**src/rtl/ahb_timer.sv**
```systemverilog
// ahb_timer: AHB-Lite slave exposing a 32-bit down-counting timer with reload and a level IRQ.
// Define AHB_TIMER_WAIT_EN to insert one wait state on reads (HRDATA then comes from a register).
module ahb_timer (
    input  logic        HCLK,
    input  logic        HRESETn,
    input  logic        HSEL,
    input  logic [31:0] HADDR,
    input  logic [1:0]  HTRANS,
    input  logic        HWRITE,
    input  logic [31:0] HWDATA,
    input  logic        HREADY,
    output logic [31:0] HRDATA,
    output logic        HREADYOUT,
    output logic        HRESP,
    output logic        IRQ
);
    localparam logic [1:0] ADDR_CTRL   = 2'd0;
    localparam logic [1:0] ADDR_LOAD   = 2'd1;
    localparam logic [1:0] ADDR_COUNT  = 2'd2;
    localparam logic [1:0] ADDR_STATUS = 2'd3;

    logic        dp_valid_q;
    logic        dp_write_q;
    logic [1:0]  dp_addr_q;

    logic        en_q, en_d;
    logic        reload_q, reload_d;
    logic        ie_q, ie_d;
    logic [31:0] load_q, load_d;
    logic [31:0] count_q, count_d;
    logic        exp_q, exp_d;

    logic        addr_phase;
    logic        wr_dp;
    logic        rd_dp;
    logic        wr_ctrl;
    logic        wr_load;
    logic        wr_count;
    logic        wr_status;
    logic        expire;
    logic [31:0] reg_rdata;
    logic        unused_bits;

    assign addr_phase = HSEL & HREADY & HTRANS[1];
    assign wr_dp      = dp_valid_q & dp_write_q;
    assign rd_dp      = dp_valid_q & ~dp_write_q;
    assign wr_ctrl    = wr_dp & (dp_addr_q == ADDR_CTRL);
    assign wr_load    = wr_dp & (dp_addr_q == ADDR_LOAD);
    assign wr_count   = wr_dp & (dp_addr_q == ADDR_COUNT);
    assign wr_status  = wr_dp & (dp_addr_q == ADDR_STATUS);
    assign expire     = en_q & (count_q == 32'd0);
    assign unused_bits = ^{HADDR[31:4], HADDR[1:0], HTRANS[0]};

    always_comb begin
        reg_rdata = 32'd0;
        case (dp_addr_q)
            ADDR_CTRL:   reg_rdata = {29'd0, ie_q, reload_q, en_q};
            ADDR_LOAD:   reg_rdata = load_q;
            ADDR_COUNT:  reg_rdata = count_q;
            ADDR_STATUS: reg_rdata = {31'd0, exp_q};
            default:     reg_rdata = 32'd0;
        endcase
    end

    // Timer behaviour first, then bus writes override it; expiry overrides the W1C clear.
    always_comb begin
        en_d     = en_q;
        reload_d = reload_q;
        ie_d     = ie_q;
        load_d   = load_q;
        count_d  = count_q;
        exp_d    = exp_q;

        if (en_q) begin
            if (count_q != 32'd0) begin
                count_d = count_q - 32'd1;
            end else if (reload_q) begin
                count_d = load_q;
            end else begin
                en_d = 1'b0;
            end
        end

        if (wr_status && HWDATA[0]) begin
            exp_d = 1'b0;
        end
        if (expire) begin
            exp_d = 1'b1;
        end

        if (wr_load) begin
            load_d = HWDATA;
        end
        if (wr_count) begin
            count_d = HWDATA;
        end
        if (wr_ctrl) begin
            en_d     = HWDATA[0];
            reload_d = HWDATA[1];
            ie_d     = HWDATA[2];
        end
    end

    always_ff @(posedge HCLK or negedge HRESETn) begin
        if (!HRESETn) begin
            dp_valid_q <= 1'b0;
            dp_write_q <= 1'b0;
            dp_addr_q  <= 2'd0;
            en_q       <= 1'b0;
            reload_q   <= 1'b0;
            ie_q       <= 1'b0;
            load_q     <= 32'd0;
            count_q    <= 32'd0;
            exp_q      <= 1'b0;
        end else begin
            // A stalled data phase keeps its captured address until HREADY rises.
            if (HREADY) begin
                dp_valid_q <= addr_phase;
                dp_write_q <= HWRITE;
                dp_addr_q  <= HADDR[3:2];
            end
            en_q     <= en_d;
            reload_q <= reload_d;
            ie_q     <= ie_d;
            load_q   <= load_d;
            count_q  <= count_d;
            exp_q    <= exp_d;
        end
    end

`ifdef AHB_TIMER_WAIT_EN
    logic        rd_wait_q;
    logic [31:0] rdata_q;

    // First read data cycle stalls and captures the register; second cycle presents it.
    always_ff @(posedge HCLK or negedge HRESETn) begin
        if (!HRESETn) begin
            rd_wait_q <= 1'b0;
            rdata_q   <= 32'd0;
        end else begin
            rd_wait_q <= rd_dp & ~rd_wait_q;
            if (rd_dp && !rd_wait_q) begin
                rdata_q <= reg_rdata;
            end
        end
    end

    assign HREADYOUT = ~(rd_dp & ~rd_wait_q);
    assign HRDATA    = (rd_dp & rd_wait_q) ? rdata_q : 32'd0;
`else
    assign HREADYOUT = 1'b1;
    assign HRDATA    = rd_dp ? reg_rdata : 32'd0;
`endif

    assign HRESP = 1'b0;
    assign IRQ   = exp_q & ie_q;

endmodule

```
**config.mk**
```make
export PLATFORM = sky130hd
export DESIGN_NAME = ahb_timer
export DESIGN_NICKNAME = d
export VERILOG_FILES = /design/src/rtl/ahb_timer.sv
export SDC_FILE = /design/constraint.sdc
export NUM_CORES = 1
export LEC_CHECK = 0
export CAP_MARGIN = 20
export CORE_ASPECT_RATIO = 1.2
export CORE_MARGIN = 2
export CORE_UTILIZATION = 51
export CTS_CLUSTER_SIZE = 24
export DETAILED_ROUTE_END_ITERATION = 7
export PLACE_DENSITY = 0.87
export REMOVE_ABC_BUFFERS = 1
export SYNTH_ARGS = -nofsm -noshare
export SYNTH_HDL_FRONTEND = slang
export SYNTH_SLANG_ARGS = --single-unit
```
**constraint.sdc**
```tcl
create_clock -name HCLK -period 3.8 [get_ports HCLK]
set_input_delay 0.95 -clock HCLK [delete_from_list [all_inputs] [get_ports HCLK]]
set_output_delay 0.95 -clock HCLK [all_outputs]
set_load 0.005 [all_outputs]
```
==> impl_metrics.toml, run 1 <==
[drt]
route.detailed.wl_per_inst_um = 18.10
drc = 0
wirelength_um = 12090
via_per_inst = 6.314
drt-initial-drc-count = 424
dr_total_vias = 4218
postRouteAntennaNets = 0
dr.pass1.iters = 5

[place]
place_ws_ns = 0.8255
dp_hpwl_um = 8327
place.gp.congestion = 0.9931
dp.cells = 652
io_buffers = 72

[floorplan]
floorplan.initialDensity_pct = 52.34
dieHeight_um = 106.4
pin_count = 106
rows = 37
core-area_um2 = 8518
die_area_um2 = 9509
chipWidth_um = 89.35

[sta]
slew_headroom_pct = 40.53
min_period_ns = 3.213
timing.final.crit_share_pct = 84.57
whs_ns = 0.5410
tightestPinTransition_ns = 0.8921
slew_viol_final = 0
setup_viol = 0
hold_viol = 0
fin_skew_ns = 0.007582
finalWorstSetupSlack_ns = 0.5865
fmax_ghz = 0.3112
rsz0062_at_grt = "no"
tns_ns = 0

[global_routing]
grt_use_total_pct = 26.80
grt_start_max_net_pins = 40
grt_pass1_vias = 4068
grt_pass1_wl_um = 19930
globalRouteOverflowTotal = 0
antenna_found_initial = 0

[critical_path]
required_ns = 2.85
crit_arrival_ns = 2.26
endpoint_kind = "output pin"
r2r_end = "count_q[19]"
r2r_cells = 6
worst-r2r-setup-slack_ns = 0.72
r2r_start = "count_q[24]"
worstSetupPathType = "reg2out"
cp_max_fo = 17
cp-start-kind = "flop"

[cts]
cts_resized = 0
cts-root-buf = "clkbuf_8"
cts.sink_count = 72
cts_setup_buffers = 0
numCtsBuffers = 9
cts.path.max_buffers = 2
cts_tree = "built"
htree_levels = 3
hold_buffers = 0
clock_latency_ns = 0.36
clk_transition_reported_paths_ns = 0.08

[min_path]
hold_path_end = "ie_q"
hold_class = "reg2reg"
whs_path_depth = 1
min-delay-start = "ie_q"

[final_layout]
n_antenna_cell = 0
stdcell_count = 668
layout.nets = 619
fill_cells = 708
drive_above_1_share_pct = 14.16
areaGrowthSynthToFinish_pct = 21.25

[flow_run]
maxCapViolations = 0

[logic_synthesis]
syn_area_per_cell_um2 = 8.970
synth.top_cell.area_share_pct = 40.42
ys_warn_count = 0
synth_area_um2 = 4458
synth_cells = 497
synth_edf_count = 0
ys_seq_area_share_pct = 40.42
yosysTopAreaCell = "dfrtp_1"
yosysMostFrequentCell = "dfrtp_1"
synthFlopType = "dfrtp_1"
ys_ff_latch = 72
synthTopCellsByCount = "dfrtp_1 (72), nor2_1 (64), clkbuf_1 (38)"
async_flop_share_pct = 100.0
synthTopCellsByArea = "dfrtp_1 (40%), mux2_2 (9.3%), a22oi_1 (5.6%), nor2_1 (5.4%), a21oi_1 (3.5%)"
ys_types = 52

[power]
powerDensity_nw_per_um2 = 625.1
report.power.total_mw = 3.379
vdd_drop_max_uv = 299.3
leakage_nw = 2.062

[outcome]
outcome = "complete, no violations"
-- per-layer routing --
| layer | GRT usage, % | up-vias | share of wire, % |
|---|---|---|---|
| met5 | 0 | - | 0 |
| met3 | 6.211 | 27 | 7.4 |
| met2 | 42.28 | 206 | 50 |
| met4 | 8.849 | 0 | 1.6 |
| li1 | - | 1938 | - |
| met1 | 36.17 | 2047 | 41 |
-- final cells by class --
class	instances	area, µm²	share of cell area (%)
multi-input combinational	373	2445	45.23
sequential	72	1802	33.33
timing repair buffer	87	828.3	15.32
tap	117	146.4	2.708
clock buffer	10	137.6	2.546
clock inverter	6	35.03	0.6481
inverter	3	11.26	0.2083
-- worst max-delay path by stage --
stage / from / end / slack, ns / cells after the start
2_1_floorplan: dp_addr_q[0] / load_q[0] / 0.45 / 3
3_3_place_gp: count_q[16] / count_q[6] / 0.87 / 6
3_5_place_dp: count_q[16] / count_q[10] / 0.83 / 6
4_1_cts: dp_write_q / HRDATA[20] / 0.57 / 4
5_1_grt: dp_write_q / HRDATA[25] / 0.44 / 4
6_report: dp_write_q / HRDATA[15] / 0.59 / 4
-- logic make-up (layout without fill, tap and decap cells) --
group                    count (synthesis)  in the layout  synth area share, %
flip-flops                              72             72                40.42
buffers and inverters                   52            106                4.856
multiplexers                            40             40                10.30
other                                    2              2               0.1685
XOR/XNOR                                20             20                3.929
adder cells (fa/ha/maj)                  2              2               0.5612
AO/OA/AOI/OAI                          133            133                19.98
AND/OR/NAND/NOR                        176            176                19.79
-- critical path, cell delays in order (launching register included) --
cell and delay [ns]:
dfrtp_1 0.43, nand2b_1 0.46, buf_4 0.36, nor2_1 0.13
clkdlybuf4s50_1 0.51
-- power breakdown --
group          total, mW  switching [mW]  internal (mW)
combinational       1.36           0.720          0.640
clock              0.552           0.302          0.250
sequential          1.47           0.406           1.06
total               3.38            1.43           1.95
-- per-stage QoR --
step / cell area [µm²] / utilization, %
floorplan: 4253 / -
global placement: 5233 / 61.43
detailed placement: 5233 / 61.43
CTS: 5405 / 63.45
global route: 5405 / 63.45
finish: 5405 / 63.45
-- state kept, by name, summed over array words and instances, names as in the netlist --
register    flops
ie_q            1
dp_addr_q       2
exp_q           1
dp_write_q      1
count_q        32
load_q         32
reload_q        1
en_q            1
dp_valid_q      1
-- layout by cell type, fill, tap and decap left out, drive strengths merged, types with 15 or more instances in the layout --
master and count:
a21oi 31, a22oi 33, buf 16, clkdlybuf4s50 71
dfrtp 72, mux2 37, nand2 26, nand3 17
nor2 64, o21ai 19, xnor2 15
(Power assumes the default switching activity.)
==> inputs of run 2 (changes only) <==
==> constraint.sdc (replaced) <==
create_clock -name HCLK -period 3 [get_ports HCLK]
set_input_delay 0.75 -clock HCLK [delete_from_list [all_inputs] [get_ports HCLK]]
set_output_delay 0.75 -clock HCLK [all_outputs]
set_load 0.005 [all_outputs]
==> run 2 against run 1 <==
Clock power up 24%. First-iteration DRC count down 6.4%. Count of clock-buffer cells in the layout up 5. Final area up 3.7%. Flip-flop and latch count unchanged. Non-clock buffer count up 24. Worst hold slack worse by 0.056 ns. Global-route usage up 0.75 points. Power up 33%. Utilization up 2.4 points.
==> impl_metrics.toml, run 2 (same netlist as run 1, synthesis figures left out) <==
[drt]
wl_met1_um = 5019
postRouteAntennaNets = 0
dr.max_layer_used = "met4"
dr_total_vias = 4312
route.detailed.wl_per_inst_um = 18.12
dr.pass1.iters = 5
drt-initial-drc-count = 397
wl_met3_um = 860
wirelength_um = 12520
via_per_inst = 6.240
drc = 0
wl_met2_um = 6385

[cts]
cts_tree = "built"
numCtsBuffers = 9
clock_latency_ns = 0.35
cts-root-buf = "clkbuf_8"
cts_setup_buffers = 0
cts.sink_count = 72
clk_transition_reported_paths_ns = 0.07
htree_levels = 3
cts.path.max_buffers = 2

[place]
dp_hpwl_um = 8701
placed_area_um2 = 5438
io_buffers = 72
dp.cells = 676
place.gp.congestion = 1.026

[global_routing]
antenna_found_initial = 0
globalRouteOverflowTotal = 0
grt_pass1_vias = 4244
grt_use_total_pct = 27.54
grt_pass1_wl_um = 20550
grt_start_max_net_pins = 40

[final_layout]
final_cell_mix = "clkdlybuf4s50_1 (71), dfrtp_1 (70), nor2_1 (64), mux2_2 (37), buf_4 (37)"
final_cell_area_um2 = 5607
layout.nets = 643
fill_cells = 722
reg_top3 = "count_q: 32 flops, load_q: 32 flops, dp_addr_q: 2 flops"
mostFrequentLayoutCell = "clkdlybuf4s50_1"
areaGrowthSynthToFinish_pct = 25.76
stdcell_count = 691
drive_above_1_share_pct = 17.25
n_antenna_cell = 0

[sta]
tns_ns = 0
fmax_ghz = 0.3510
fin_skew_ns = 0.009696
setup_viol = 0
hold_viol = 0
tightestPinTransition_ns = 0.8053
timing.final.crit_share_pct = 94.95
whs_ns = 0.4847
slew_headroom_pct = 46.32
rsz0062_at_grt = "no"
min_period_ns = 2.849
slew_viol_final = 0

[power]
powerDensity_nw_per_um2 = 798.8
leakage_nw = 2.184
vdd_drop_max_uv = 459.4

[floorplan]
core-area_um2 = 8518
rows = 37
pin_count = 106
dieHeight_um = 106.4
floorplan.initialDensity_pct = 52.34
die_area_um2 = 9509
chipWidth_um = 89.35

[min_path]
hold_class = "in2async"

[critical_path]
worstSetupPathType = "reg2reg"
cp_max_fo = 6
cp-start-kind = "flop"
endpoint_kind = "flop"
required_ns = 3.29
crit_arrival_ns = 3.14

[flow_run]
maxCapViolations = 0

[outcome]
outcome = "complete, no violations"
[run 2: changes by cell type in the layout (fill, tap and decap cells not counted), sizes merged]
cell,before,now
buf,16,40
clkbuf,10,15
clkinv,4,0
clkinvlp,2,0
[run 2: repair_timing]
| item | CTS | global route |
|---|---|---|
| endpoints found under the setup margin | 0 | 8 |
| gates resized for setup | 0 | 2 |
| hold buffers | 0 | 0 |
[run 2: power breakdown]
part | internal [mW] | switching, mW | leakage (nW)
Combinational | 0.969 | 1.06 | 1.22
Clock | 0.343 | 0.343 | 0.0838
Sequential | 1.34 | 0.416 | 0.880
Total | 2.66 | 1.82 | 2.18
[run 2: routing by layer]
| layer | global-route usage [%] | vias to the layer above |
|---|---|---|
| met1 | 36.13 | 2086 |
| met3 | 4.814 | 30 |
| met4 | 10.34 | 0 |
| met5 | 0 | - |
| met2 | 44.97 | 209 |
| li1 | - | 1987 |
[run 2: final timing paths]
| path | from | endpoint | slack [ns] | cells after the start |
|---|---|---|---|---|
| min in group HCLK | exp_q | exp_q | 0.53 | 2 |
| worst min register to register | exp_q | exp_q | 0.53 | 2 |
| max in group asynchronous | HRESETn | dp_addr_q[1] | 1.82 | 2 |
| worst max-delay path | count_q[12] | count_q[31] | 0.15 | 7 |
| worst max register to register | count_q[12] | count_q[31] | 0.15 | 7 |
| worst min-delay path | HRESETn | count_q[31] | 0.48 | 1 |
[run 2: layout make-up]
type | instances | area [µm²] | area share, %
Sequential cell | 72 | 1804 | 32.18
Clock buffer | 15 | 166.4 | 2.968
Timing Repair Buffer | 111 | 1033 | 18.43
Multi-Input combinational cell | 373 | 2445 | 43.61
Tap cell | 117 | 146.4 | 2.611
Inverter | 3 | 11.26 | 0.2008
[run 2: worst max-delay path, stage by stage, from the launching register on]
cell and delay (ns):
dfrtp_1 0.38, or4_1 0.62, or4_1 0.69, buf_4 0.23, nor2_1 0.27, nand4_1 0.17, or3_1 0.35, nand3_1 0.08
[run 2: through the flow]
| step | util [%] | worst slack (ns) | power, mW |
|---|---|---|---|
| after floorplan | - | -0.3488 | 2.943 |
| after global placement | 63.84 | 0.2488 | 3.639 |
| after detailed placement | 63.84 | 0.2140 | 3.740 |
| after CTS | 65.79 | 0.06553 | 4.435 |
| after global routing | 65.82 | 0.03712 | 4.749 |
| final | 65.82 | 0.1514 | 4.478 |
